$ cat src/rtl/fifo_sync_param.sv
// Parametrised single-clock FIFO with status flags, occupancy count, sticky error flags, flush and FWFT mode.
// Latency: standard mode gives read data 1 cycle after an accepted read; FWFT shows the head entry combinationally.
// Backpressure: writes are refused while full unless a read is accepted in the same cycle; reads are refused while empty.
module fifo_sync_param #(
  parameter int WIDTH    = 8,
  parameter int DEPTH    = 16,
  parameter int AF_LEVEL = DEPTH - 2,
  parameter int AE_LEVEL = 2,
  parameter int FWFT     = 0
) (
  input  logic                       clk,
  input  logic                       rst_n,
  input  logic                       flush,
  input  logic [WIDTH-1:0]           data_in,
  input  logic                       write_en,
  input  logic                       read_en,
  output logic [WIDTH-1:0]           data_out,
  output logic                       rd_valid,
  output logic                       full,
  output logic                       empty,
  output logic                       almost_full,
  output logic                       almost_empty,
  output logic [$clog2(DEPTH+1)-1:0] count,
  output logic                       overflow,
  output logic                       underflow
);

  localparam int CW = $clog2(DEPTH + 1);
  localparam int PW = $clog2(DEPTH);
  localparam logic [PW-1:0] PTR_LAST = PW'(DEPTH - 1);
  localparam logic [CW-1:0] CNT_FULL = CW'(DEPTH);
  localparam logic [CW-1:0] CNT_AF   = CW'(AF_LEVEL);
  localparam logic [CW-1:0] CNT_AE   = CW'(AE_LEVEL);

  logic [WIDTH-1:0] mem_q [DEPTH];

  logic [PW-1:0]    wr_ptr_q, wr_ptr_d;
  logic [PW-1:0]    rd_ptr_q, rd_ptr_d;
  logic [CW-1:0]    count_q, count_d;
  logic             ovf_q, ovf_d;
  logic             unf_q, unf_d;
  logic [WIDTH-1:0] dout_q, dout_d;
  logic             rdv_q, rdv_d;

  logic full_w, empty_w;
  logic rd_accept, wr_accept;

  assign full_w  = (count_q == CNT_FULL);
  assign empty_w = (count_q == '0);

  // A full FIFO still takes a write when a read frees a slot in the same cycle; flush blocks both.
  assign rd_accept = !flush && read_en && !empty_w;
  assign wr_accept = !flush && write_en && (!full_w || rd_accept);

  // Next-state for pointers, occupancy, sticky errors and the registered read port.
  always_comb begin
    wr_ptr_d = wr_ptr_q;
    rd_ptr_d = rd_ptr_q;
    count_d  = count_q;
    ovf_d    = ovf_q;
    unf_d    = unf_q;
    dout_d   = dout_q;
    rdv_d    = 1'b0;
    if (flush) begin
      wr_ptr_d = '0;
      rd_ptr_d = '0;
      count_d  = '0;
      ovf_d    = 1'b0;
      unf_d    = 1'b0;
      dout_d   = '0;
    end else begin
      if (wr_accept) begin
        wr_ptr_d = (wr_ptr_q == PTR_LAST) ? '0 : wr_ptr_q + 1'b1;
      end
      if (rd_accept) begin
        rd_ptr_d = (rd_ptr_q == PTR_LAST) ? '0 : rd_ptr_q + 1'b1;
        dout_d   = mem_q[rd_ptr_q];
        rdv_d    = 1'b1;
      end
      if (wr_accept && !rd_accept) begin
        count_d = count_q + 1'b1;
      end else if (rd_accept && !wr_accept) begin
        count_d = count_q - 1'b1;
      end
      if (write_en && !wr_accept) begin
        ovf_d = 1'b1;
      end
      if (read_en && empty_w) begin
        unf_d = 1'b1;
      end
    end
  end

  // Control state, cleared asynchronously; storage is deliberately left out of reset.
  always_ff @(posedge clk or negedge rst_n) begin
    if (!rst_n) begin
      wr_ptr_q <= '0;
      rd_ptr_q <= '0;
      count_q  <= '0;
      ovf_q    <= 1'b0;
      unf_q    <= 1'b0;
      dout_q   <= '0;
      rdv_q    <= 1'b0;
    end else begin
      wr_ptr_q <= wr_ptr_d;
      rd_ptr_q <= rd_ptr_d;
      count_q  <= count_d;
      ovf_q    <= ovf_d;
      unf_q    <= unf_d;
      dout_q   <= dout_d;
      rdv_q    <= rdv_d;
    end
  end

  // Storage array write port.
  always_ff @(posedge clk) begin
    if (wr_accept) begin
      mem_q[wr_ptr_q] <= data_in;
    end
  end

  assign full         = full_w;
  assign empty        = empty_w;
  assign almost_full  = (count_q >= CNT_AF);
  assign almost_empty = (count_q <= CNT_AE);
  assign count        = count_q;
  assign overflow     = ovf_q;
  assign underflow    = unf_q;

  // FWFT presents the head entry straight from storage, addressed by the registered read pointer.
  if (FWFT != 0) begin : g_fwft
    assign data_out = empty_w ? '0 : mem_q[rd_ptr_q];
    assign rd_valid = !empty_w;
  end else begin : g_std
    assign data_out = dout_q;
    assign rd_valid = rdv_q;
  end

endmodule

$ cat config.mk
export PLATFORM = sky130hd
export DESIGN_NAME = fifo_sync_param
export DESIGN_NICKNAME = d
export VERILOG_FILES = /design/src/rtl/fifo_sync_param.sv
export SDC_FILE = /design/constraint.sdc
export NUM_CORES = 1
export LEC_CHECK = 0
export ABC_AREA = 1
export BUFFER_PORTS_ARGS = -buffer_cell sky130_fd_sc_hd__buf_4
export CORE_MARGIN = 5
export CORE_UTILIZATION = 45
export CTS_CLUSTER_SIZE = 24
export DETAILED_ROUTE_END_ITERATION = 10
export GPL_TIMING_DRIVEN = 1
export PLACE_DENSITY = 0.71
export SLEW_MARGIN = 10
export SYNTH_ARGS = -nofsm -noshare
export SYNTH_HDL_FRONTEND = slang
export SYNTH_SLANG_ARGS = --single-unit
$ cat constraint.sdc
create_clock -name clk -period 4.8 [get_ports clk]
set_input_delay 0.96 -clock clk [delete_from_list [all_inputs] [get_ports clk]]
set_output_delay 0.96 -clock clk [all_outputs]
set_load 0.1 [all_outputs]
==> results of run 1 <==
## flip-flops by register name, indices dropped and copies added (netlist names)
signal     cells
underflow      1
data_out       8
count          5
overflow       1
wr_ptr_q       4
rd_valid       1
rd_ptr_q       4
mem_q        128
## layout make-up
cell class                 count  area (um^2)
fill                        1180         6813
sequential                   152         4446
multi-input combinational    396         1808
clock buffer                  18        429.2
timing repair buffer          34        255.2
tap                          184        230.2
clock inverter                13        226.5
inverter                      43        161.4
## layer usage
metal / vias to the layer above / routed length (um) / track usage [%]
li1: 2111 / - / -
met1: 2152 / 5848 / 23.61
met2: 235 / 7217 / 29.48
met3: 36 / 1248 / 3.862
met4: 0 / 373 / 6.897
met5: - / 0 / 0
## logic make-up (layout without fill, tap and decap cells)
family | after synthesis | after routing | synth area share, %
xor+xnor | 4 | 4 | 0.5364
fa+ha+maj | 10 | 10 | 2.031
simple gates | 341 | 341 | 21.40
compound gates | 41 | 41 | 3.622
flops | 152 | 152 | 68.06
buf+inv | 65 | 108 | 4.349
## synthesized netlist by cell type, drive strengths merged
master | number | area, um^2
edfxtp | 128 | 3844
o211ai | 8 | 60.06
a2111oi | 1 | 8.760
dfrtp | 24 | 600.6
nand2 | 216 | 815.8
nand4 | 1 | 6.260
fa | 1 | 20.02
xor2 | 4 | 35.03
ha | 9 | 112.6
o21a | 1 | 7.510
inv | 42 | 157.7
o21ai | 23 | 115.1
buf | 17 | 103.8
nand3 | 66 | 335.3
a21oi | 7 | 38.79
nor2 | 58 | 240.2
clkinv | 1 | 3.750
clkbuf | 5 | 18.77
o22ai | 1 | 6.260
## power breakdown
| group | internal (mW) | leakage, nW | total, mW | switching (mW) |
|---|---|---|---|---|
| logic | 0.343 | 1.28 | 1.53 | 1.18 |
| registers | 1.51 | 1.47 | 1.60 | 0.0894 |
| clock network | 0.970 | 0.315 | 1.47 | 0.497 |
| total | 2.82 | 3.07 | 4.60 | 1.77 |
## worst max-delay path: stages (launching register included)
cell and delay [ns]:
dfrtp_1 0.48, nor2_1 0.18, nand3_1 0.17, inv_1 0.09, buf_4 0.28
## per-stage QoR
step | hold slack [ns] | utilization [%] | worst slack (ns)
floorplan | 0.5114 | - | 0.9212
global placement | 0.4700 | 48.02 | 2.028
detailed placement | 0.4769 | 48.02 | 1.956
CTS | 0.4337 | 52.59 | 2.200
global route | 0.4423 | 52.59 | 2.071
finish | 0.4360 | 52.59 | 2.208
## final timing paths
path | cells past startpoint | start | to | slack, ns
worst min-delay path | 1 | rst_n | wr_ptr_q[3] | 0.44
worst max-delay path | 4 | count[2] | full | 2.21
min in group clk | 2 | data_out[4] | data_out[4] | 0.49
worst min register to register | 2 | data_out[4] | data_out[4] | 0.49
max in group asynchronous | 1 | rst_n | rd_ptr_q[0] | 4.11
worst max register to register | 13 | count[2] | count[4] | 2.46
==> reports/qor.yml, run 1 <==
setup_path:
  crit_arrival_ns: 1.63
  critPathMaxFanout: 7
  required_ns: 3.84
  path_class: "register to output pin"
  start_kind: "register"
  critPathCaptureType: "output pin"
synthesis:
  synthCells: 613
  avgSynthCellArea_um2: 10.65
  seq_area_frac_synth_pct: 68.06
  syn_nets: 636
  synth_area_um2: 6530
  synth.distinct_cells: 28
  ys_seq_elements: 152
  yosys_warnings: 0
sta:
  tns_ns: 0
  slew_headroom_pct: 45.79
  timing.final.crit_share_pct: 54.00
  finalSetupViolCount: 0
  tightest_slew_ns: 0.8132
  slew_violations: 0
  max_freq_ghz: 0.3858
  rsz0062_at_grt: "no"
  fin_crit_ns: 2.592
  clock_skew_ns: 0.01241
  hold_violations: 0
placement:
  dp_hpwl_um: 9568
  place.gp.congestion: 0.8781
  dp.cells: 809
  dpl-instance-area_um2: 6900
  io_buffers: 32
finish:
  fin_cells: 840
  nNetsFinal: 667
  layout_commonest_cell: "nand2_1"
  most-common-layout-cells: "nand2_1 (214), edfxtp_1 (128), nand3_1 (65)"
  finalInstanceArea_um2: 7556
  syn2layout_area_growth_pct: 15.71
  n_antenna_cell: 0
  drive_gt1_share_pct: 11.59
floorplan:
  start_util_pct: 45.45
  die_y_um: 130.5
  die_w_um: 130.5
  die_area_um2: 17020
  io_pins: 33
  design.core.area_um2: 14370
  rows: 44
routing:
  drc_errors: 0
  ant_nets: 0
  avgRoutedWirePerCell_um: 17.49
  drtIter0Drc: 392
  dr.pass1.iters: 5
  vias: 4534
  drt-vias-per-instance: 5.398
  drt_wl_total_um: 14690
clock_tree:
  cts_setup_buffers: 0
  htree_num_levels: 4
  path_clk_slew_ns: 0.06
  cts_resized: 0
  cts_tree: "done"
  cts_buffers: 17
  clk_latency_ns: 0.42
  holdBufCountCts: 0
  cts_root_buffer: "clkbuf_16"
  clock_sinks: 152
  clk_path_buf_depth: 2
grt:
  grt_overflow_total: 0
  grt_pass1_wl_um: 22560
  grtUsageTotal_pct: 17.96
  antenna_found_initial: 0
  grt_max_degree: 85
  grt_pass1_vias: 4254
power_and_ir_drop:
  p_leak_nw: 3.072
  p_per_area_nw_per_um2: 608.1
  fin_total_pwr_mw: 4.595
  ir_drop_v: 0.0004564
status:
  outcome: "complete, no violations"
job:
  drv_cap: 0
worst_hold_path:
  min_path_type: "input pin to async pin"
Note: power is estimated with default switching activity, not from simulation.
==> run 2: changes to the inputs <==
Settings changed: PLACE_DENSITY 0.71 to 0.73.
Clock period 4.8 ns to 2.2 ns, I/O delays scaled along.
==> run 2 against run 1 <==
Sequential share of layout area decreased by 1.2 points. Register-to-register slack got worse by 2.4 ns. Routed wire length decreased by 3.6%. Worst hold slack got worse by 0.17 ns. Critical path depth unchanged. Non-clock buffer count increased by 20. Largest cell class unchanged. Cell count increased by 2.5%. Via count decreased by 0.77%.
==> reports/qor.yml, run 2 (synthesized netlist as in run 1, its figures left out) <==
finish:
  layout_commonest_cell: "nand2_1"
  syn2layout_area_growth_pct: 18.47
  largest_register_ffs: 128  # unchanged
  fillers: 1177  # -0.25%
  multi_input_area_um2: 1848  # +2.2%
  n_antenna_cell: 0  # unchanged
  top_register: "mem_q"
  finalInstanceArea_um2: 7736  # +2.4%
  fin_util_pct: 53.84  # +1.3 points
  final-seq-area_um2: 4462  # +0.37%
  most-common-layout-cells: "nand2_1 (213), edfxtp_1 (128), nand3_1 (64)"
  drive_gt1_share_pct: 15.51  # +3.9 points
  nNetsFinal: 687  # +3.0%
grt:
  grt_pass1_wl_um: 22590  # +0.15%
  antenna_found_initial: 0  # unchanged
  grtUsageTotal_pct: 17.55  # -0.42 points
  grt_max_degree: 54  # -36%
  grt_overflow_total: 0  # unchanged
  grt_pass1_vias: 4410  # +3.7%
clock_tree:
  cts_root_buffer: "clkbuf_16"
  htree_num_levels: 4  # unchanged
  cts_setup_buffers: 0  # unchanged
  cts_buffers: 17  # unchanged
  clk_latency_ns: 0.42  # about the same
  clock_sinks: 152  # unchanged
  cts_tree: "done"
  clk_path_buf_depth: 2  # unchanged
  path_clk_slew_ns: 0.06  # about the same
power_and_ir_drop:
  p_per_area_nw_per_um2: 1285  # +110%
  p_leak_nw: 3.162  # +2.9%
  ir_drop_v: 0.0008778  # +92%
setup_path:
  cp_slowest_stage_delay_ns: 0.51  # +0.03 ns
  required_ns: 1.76  # -2.08 ns
  cp_top_family: "flip-flops"
  path_buf_inv: 2  # unchanged
  crit_arrival_ns: 1.71  # +0.08 ns
  critPathMaxFanout: 6  # -1
  path_cells: "nor2_2, nand3_1, inv_1, buf_4"
  cp_slowest_cell: "dfrtp_4"
  critPathCaptureType: "output pin"
  path_class: "register to output pin"
  start_kind: "register"
worst_hold_path:
  min_path_type: "input pin to register"
sta:
  slew_headroom_pct: 51.76  # +6.0 points
  slew_violations: 0  # unchanged
  hold_violations: 0  # unchanged
  max_freq_ghz: 0.4655
  timing.final.crit_share_pct: 97.64
  setup_slack_ns: 0.05190  # -2.156 ns
  finalSetupViolCount: 0  # unchanged
  clock_skew_ns: 0.009934  # -0.002478 ns
  holdWs_ns: 0.2629  # -0.1732 ns
  tns_ns: 0  # unchanged
  rsz0062_at_grt: "yes"
  fin_crit_ns: 2.148
  tightest_slew_ns: 0.7210  # -0.09223 ns
routing:
  drc_errors: 0  # unchanged
  avgRoutedWirePerCell_um: 16.45  # -5.9%
  dr.pass1.iters: 5  # unchanged
  vias: 4499  # -0.77%
  ant_nets: 0  # unchanged
  drtIter0Drc: 324  # -17%
  drt_wl_total_um: 14160  # -3.6%
  drt-vias-per-instance: 5.225  # -3.2%
placement:
  dp_hpwl_um: 9491  # -0.81%
  dpl-instance-area_um2: 7094  # +2.8%
  place_ws_ns: 0.02483  # -1.931 ns
  place.gp.congestion: 0.8409  # -4.2%
  io_buffers: 32  # unchanged
floorplan:
  io_pins: 33  # unchanged
  rows: 44  # unchanged
  die_y_um: 130.5  # unchanged
  design.core.area_um2: 14370  # unchanged
  die_area_um2: 17020  # unchanged
  die_w_um: 130.5  # unchanged
  start_util_pct: 45.45  # unchanged
job:
  drv_cap: 0  # unchanged
status:
  outcome: "complete, no violations"
run 2: cell count changes in the layout (fill, tap and decap cells not counted), moves of 2 or more:
cell,delta
dfrtp_4,+4
bufinv_16,-2
nor2_1,-2
buf_4,+17
clkinvlp_4,+2
dfrtp_1,-5
nor2_2,+2
run 2: what timing repair did:
item                       4_1_cts  5_1_grt
hold buffers                     1        0
hold endpoints to repair        24        0
resized for setup                0        6
setup endpoints to repair        0        2
run 2: cell type report:
cell class                 instances  share of cell area (%)
clock buffer                      19                   5.596
clock inverter                    13                   2.297
inverter                          43                   2.086
multi-input combinational        396                   23.89
sequential                       152                   57.67
tap                              184                   2.976
timing repair buffer              54                   5.483
run 2: path summary, 6_finish.rpt:
path | slack (ns) | cells after the start | end | startpoint
worst max register to register | 0.07 | 13 | count[4] | count[3]
max in group asynchronous | 1.45 | 2 | count[1] | rst_n
worst min-delay path | 0.26 | 2 | overflow | flush
min in group asynchronous | 0.47 | 2 | data_out[6] | rst_n
worst min register to register | 0.49 | 2 | data_out[2] | data_out[2]
worst max-delay path | 0.05 | 4 | full | count[3]
run 2: per-stage QoR:
stage          power (mW)  instances
2_1_floorplan       6.139        613
3_5_place_dp        6.962        828
4_1_cts             9.929        861
6_report            9.940        861
3_3_place_gp        6.897        828
5_1_grt             10.41        861
run 2: report_power, final:
group	switching, mW	internal [mW]
logic	2.63	0.860
clock network	1.09	1.89
registers	0.151	3.32
run 2: routing by layer:
metal  GRT usage (%)  up-vias  share of wire, %  wire [um]
li1                -     2155                 -          -
met1           22.58     2178                41       5842
met2           29.90      138                52       7387
met3           3.374       28               4.6        647
met4           6.231        0               2.0        283
met5               0        -                 0          0
==> run 3: changes to the inputs <==
Settings changed: ABC_AREA 1 to not set.
==> run 3 against run 2 <==
The run now ends with setup timing left. Fmax fell by 10%. Critical path depth rose by 5. Synthesized cell count fell by 32%. First-iteration DRC count rose by 21%. Worst setup slack got worse by 0.25 ns. Register-to-register slack got worse by 0.27 ns.
==> reports/qor.yml, run 3 <==
clock_tree:
  cts_tree: "done"
  clk_path_buf_depth: 2  # unchanged
  cts_buffers: 17  # unchanged
  path_clk_slew_ns: 0.06  # about the same
  clk_latency_ns: 0.42  # about the same
  cts_root_buffer: "clkbuf_16"
  htree_num_levels: 4  # unchanged
  clock_sinks: 152  # unchanged
routing:
  avgRoutedWirePerCell_um: 20.54  # +25%
  drt_wl_total_um: 13930  # -1.6%
  drt-vias-per-instance: 5.656  # +8.2%
  drc_errors: 0  # unchanged
  ant_nets: 0  # unchanged
  dr.pass1.iters: 5  # unchanged
  drtIter0Drc: 393  # +21%
  vias: 3835  # -15%
grt:
  antenna_found_initial: 0  # unchanged
  grtUsageTotal_pct: 17.72  # +0.18 points
  grt_max_degree: 33  # -39%
  grt_pass1_vias: 3881  # -12%
  grt_overflow_total: 0  # unchanged
  grt_pass1_wl_um: 21780  # -3.6%
sta:
  hold_violations: 0  # unchanged
  slew_violations: 0  # unchanged
  setup_slack_ns: -0.1953  # -0.2472 ns
  slew_headroom_pct: 62.94  # +11 points
  timing.final.crit_share_pct: 108.9  # +11 points
  clock_skew_ns: 0.007338  # -0.002596 ns
  finalSetupViolCount: 6  # +6
  rsz0062_at_grt: "yes"
  tightest_slew_ns: 0.5559  # -0.1651 ns
  fin_crit_ns: 2.395  # +0.2472 ns
  max_freq_ghz: 0.4175  # -10%
floorplan:
  io_pins: 33  # unchanged
  design.core.area_um2: 13880  # -3.4%
  die_y_um: 128.7  # -1.3%
  die_w_um: 128.7  # -1.3%
  rows: 43  # -2.3%
  start_util_pct: 45.71  # +0.26 points
  die_area_um2: 16570  # -2.6%
placement:
  dp_hpwl_um: 8762  # -7.7%
  place_ws_ns: -0.2280  # -0.2528 ns
  io_buffers: 32  # unchanged
  place.gp.congestion: 0.8055  # -4.2%
  dpl-instance-area_um2: 7012  # -1.2%
  dp.cells: 631  # -24%
synthesis:
  avgSynthCellArea_um2: 15.14  # +42%
  synth_common_cells: "edfxtp_1 (128), mux2i_1 (64), o22ai_1 (32)"
  syn_nets: 442  # -31%
  synth_top_family_by_area: "multiplexers"
  async_flop_share_pct: 15.79  # unchanged
  synth_edf_count: 128  # unchanged
  synth.distinct_cells: 43  # +54%
  synthCells: 419  # -32%
  yosys.cell_count.top_type: "edfxtp_1"
  synth_compound_area_share_pct: 7.651  # +4.0 points
  seq_area_frac_synth_pct: 70.05  # +2.0 points
  ys_seq_elements: 152  # unchanged
  synth_area_um2: 6345  # -2.8%
  synth_area_leader_cell: "edfxtp_1"
  muxShareOfSynthArea_pct: 10.81  # +11 points
  yosys-top-cells-area: "edfxtp_1 (61%), mux2i_1 (10%), dfrtp_1 (9.5%)"
  synth-adder-area-share_pct: 2.090  # +0.059 points
  synth-simple-area-share_pct: 7.001  # -14 points
  ys.flop_type: "edfxtp_1"
  yosys_warnings: 0  # unchanged
  synthDominantCellAreaShare_pct: 60.58  # +1.7 points
  synth_xor_area_share_pct: 0.2761  # -0.26 points
finish:
  layout_commonest_cell: "edfxtp_1"
  n_antenna_cell: 0  # unchanged
  syn2layout_area_growth_pct: 24.73
  largest_register_ffs: 128  # unchanged
  most-common-layout-cells: "edfxtp_1 (128), mux2i_1 (64), buf_4 (54)"
  finalInstanceArea_um2: 7914  # +2.3%
  fin_cells: 678  # -21%
  nNetsFinal: 508  # -26%
  drive_gt1_share_pct: 30.12  # +15 points
  top_register: "mem_q"
setup_path:
  path_class: "register to register"
  rr_worst_depth: 9  # -4
  critPathMaxFanout: 5  # -1
  start_kind: "register"
  required_ns: 2.53  # +0.77 ns
  critPathCaptureType: "register"
  crit_arrival_ns: 2.73  # +1.02 ns
worst_hold_path:
  holdPathStages: 1  # -1
  min_path_type: "input pin to register"
power_and_ir_drop:
  power.internal_mw: 6.046  # -0.39%
  ir_drop_v: 0.0007082  # -19%
  p_per_area_nw_per_um2: 1165  # -9.3%
  p_comb_share_pct: 32.4  # -2.7 points
  swShare_pct: 34.42  # -4.5 points
  clockPowerShare_pct: 31.2  # +1.3 points
  p_seq_share_pct: 36.4  # +1.5 points
  switching_power_mw: 3.174  # -18%
  p_leak_nw: 2.704  # -14%
job:
  drv_cap: 0  # unchanged
status:
  violations: "setup timing"
  outcome: "finished, violations left"
run 3: changes by cell type after synthesis, sizes merged, moves of 5 or more:
| cell | previous run | this run |
|---|---|---|
| inv | 42 | 9 |
| o22ai | 1 | 32 |
| o211ai | 8 | 0 |
| clkbuf | 5 | 11 |
| nor4 | 0 | 5 |
| and2 | 0 | 8 |
| mux2i | 0 | 64 |
| a21oi | 7 | 16 |
| nand3 | 66 | 10 |
| nor2 | 58 | 21 |
| and3 | 0 | 9 |
| nand2 | 216 | 12 |
| buf | 17 | 10 |
| o21ai | 23 | 7 |
run 3: layout make-up:
| class | count | area, um^2 |
|---|---|---|
| sequential | 152 | 4459 |
| timing repair buffer | 68 | 596.8 |
| fill | 1050 | 5967 |
| inverter | 9 | 33.78 |
| tap | 180 | 225.2 |
| multi-input combinational | 237 | 2001 |
| clock buffer | 17 | 425.4 |
| clock inverter | 15 | 172.7 |
run 3: worst paths after layout:
check | startpoint | endpoint | slack [ns]
min in group asynchronous | rst_n | underflow | 0.47
max | count[1] | count[4] | -0.20
max reg2reg | count[1] | count[4] | -0.20
min | data_in[4] | mem_q[9][4] | 0.33
min reg2reg | underflow | underflow | 0.50
max in group asynchronous | rst_n | count[1] | 1.43
run 3: logic make-up (layout without fill, tap and decap cells):
kind of cell,after synthesis,in the layout
DFF,152,152
adders and majority gates,10,10
muxes,68,68
xor gates and xnor gates,2,2
AOI/OAI and AO/OA,74,74
and+or+nand+nor,83,83
buffers and inverters,30,109
run 3: metal layers:
metal  global-route usage, %  vias to the layer above  wire length [um]  share of wire, %
met4                   7.721                        0               284               2.0
met5                       0                        -                 0                 0
met2                   28.54                      117              6927                50
met3                   3.570                       24               689               4.9
li1                        -                     1761                 -                 -
met1                   23.47                     1933              6027                43
run 3: power by group through the flow:
| stage | combinational (mW) | clock (mW) | sequential, mW |
|---|---|---|---|
| after CTS | 2.88 | 2.91 | 3.35 |
| after global placement | 2.46 | 0 | 3.39 |
| after global routing | 3.13 | 3.04 | 3.37 |
| after detailed placement | 2.51 | 0 | 3.40 |
| final | 2.99 | 2.88 | 3.35 |
| after floorplan | 1.24 | 0 | 4.02 |
run 3: critical path, stage by stage, from the launching register on:
cell     delay, ns
dfrtp_4       0.48
or4_4         0.56
nor2_4        0.11
or2_4         0.18
ha_4          0.23
a21oi_4       0.15
buf_4         0.14
and4_1        0.21
o21ai_0       0.09
a31oi_1       0.15
run 3: what timing repair did:
| action | in CTS | in global routing |
|---|---|---|
| pin swaps | 18 | 5 |
| setup endpoints to repair | 71 | 76 |
| gates resized for setup | 41 | 7 |
| hold buffers | 1 | 0 |
| buffers inserted | 11 | 3 |
| endpoints found under the hold margin | 24 | 0 |
run 3: metrics by stage:
stage / hold slack, ns / util, % / power, mW / setup TNS [ns]
2_1_floorplan: 0.1444 / - / 5.263 / -5.111
3_3_place_gp: 0.3717 / 50.51 / 5.854 / -0.3188
3_5_place_dp: 0.3777 / 50.51 / 5.907 / -1.788
4_1_cts: 0.3180 / 56.64 / 9.147 / -0.5811
5_1_grt: 0.3265 / 57.01 / 9.543 / -1.466
6_report: 0.3325 / 57.01 / 9.220 / -0.9185
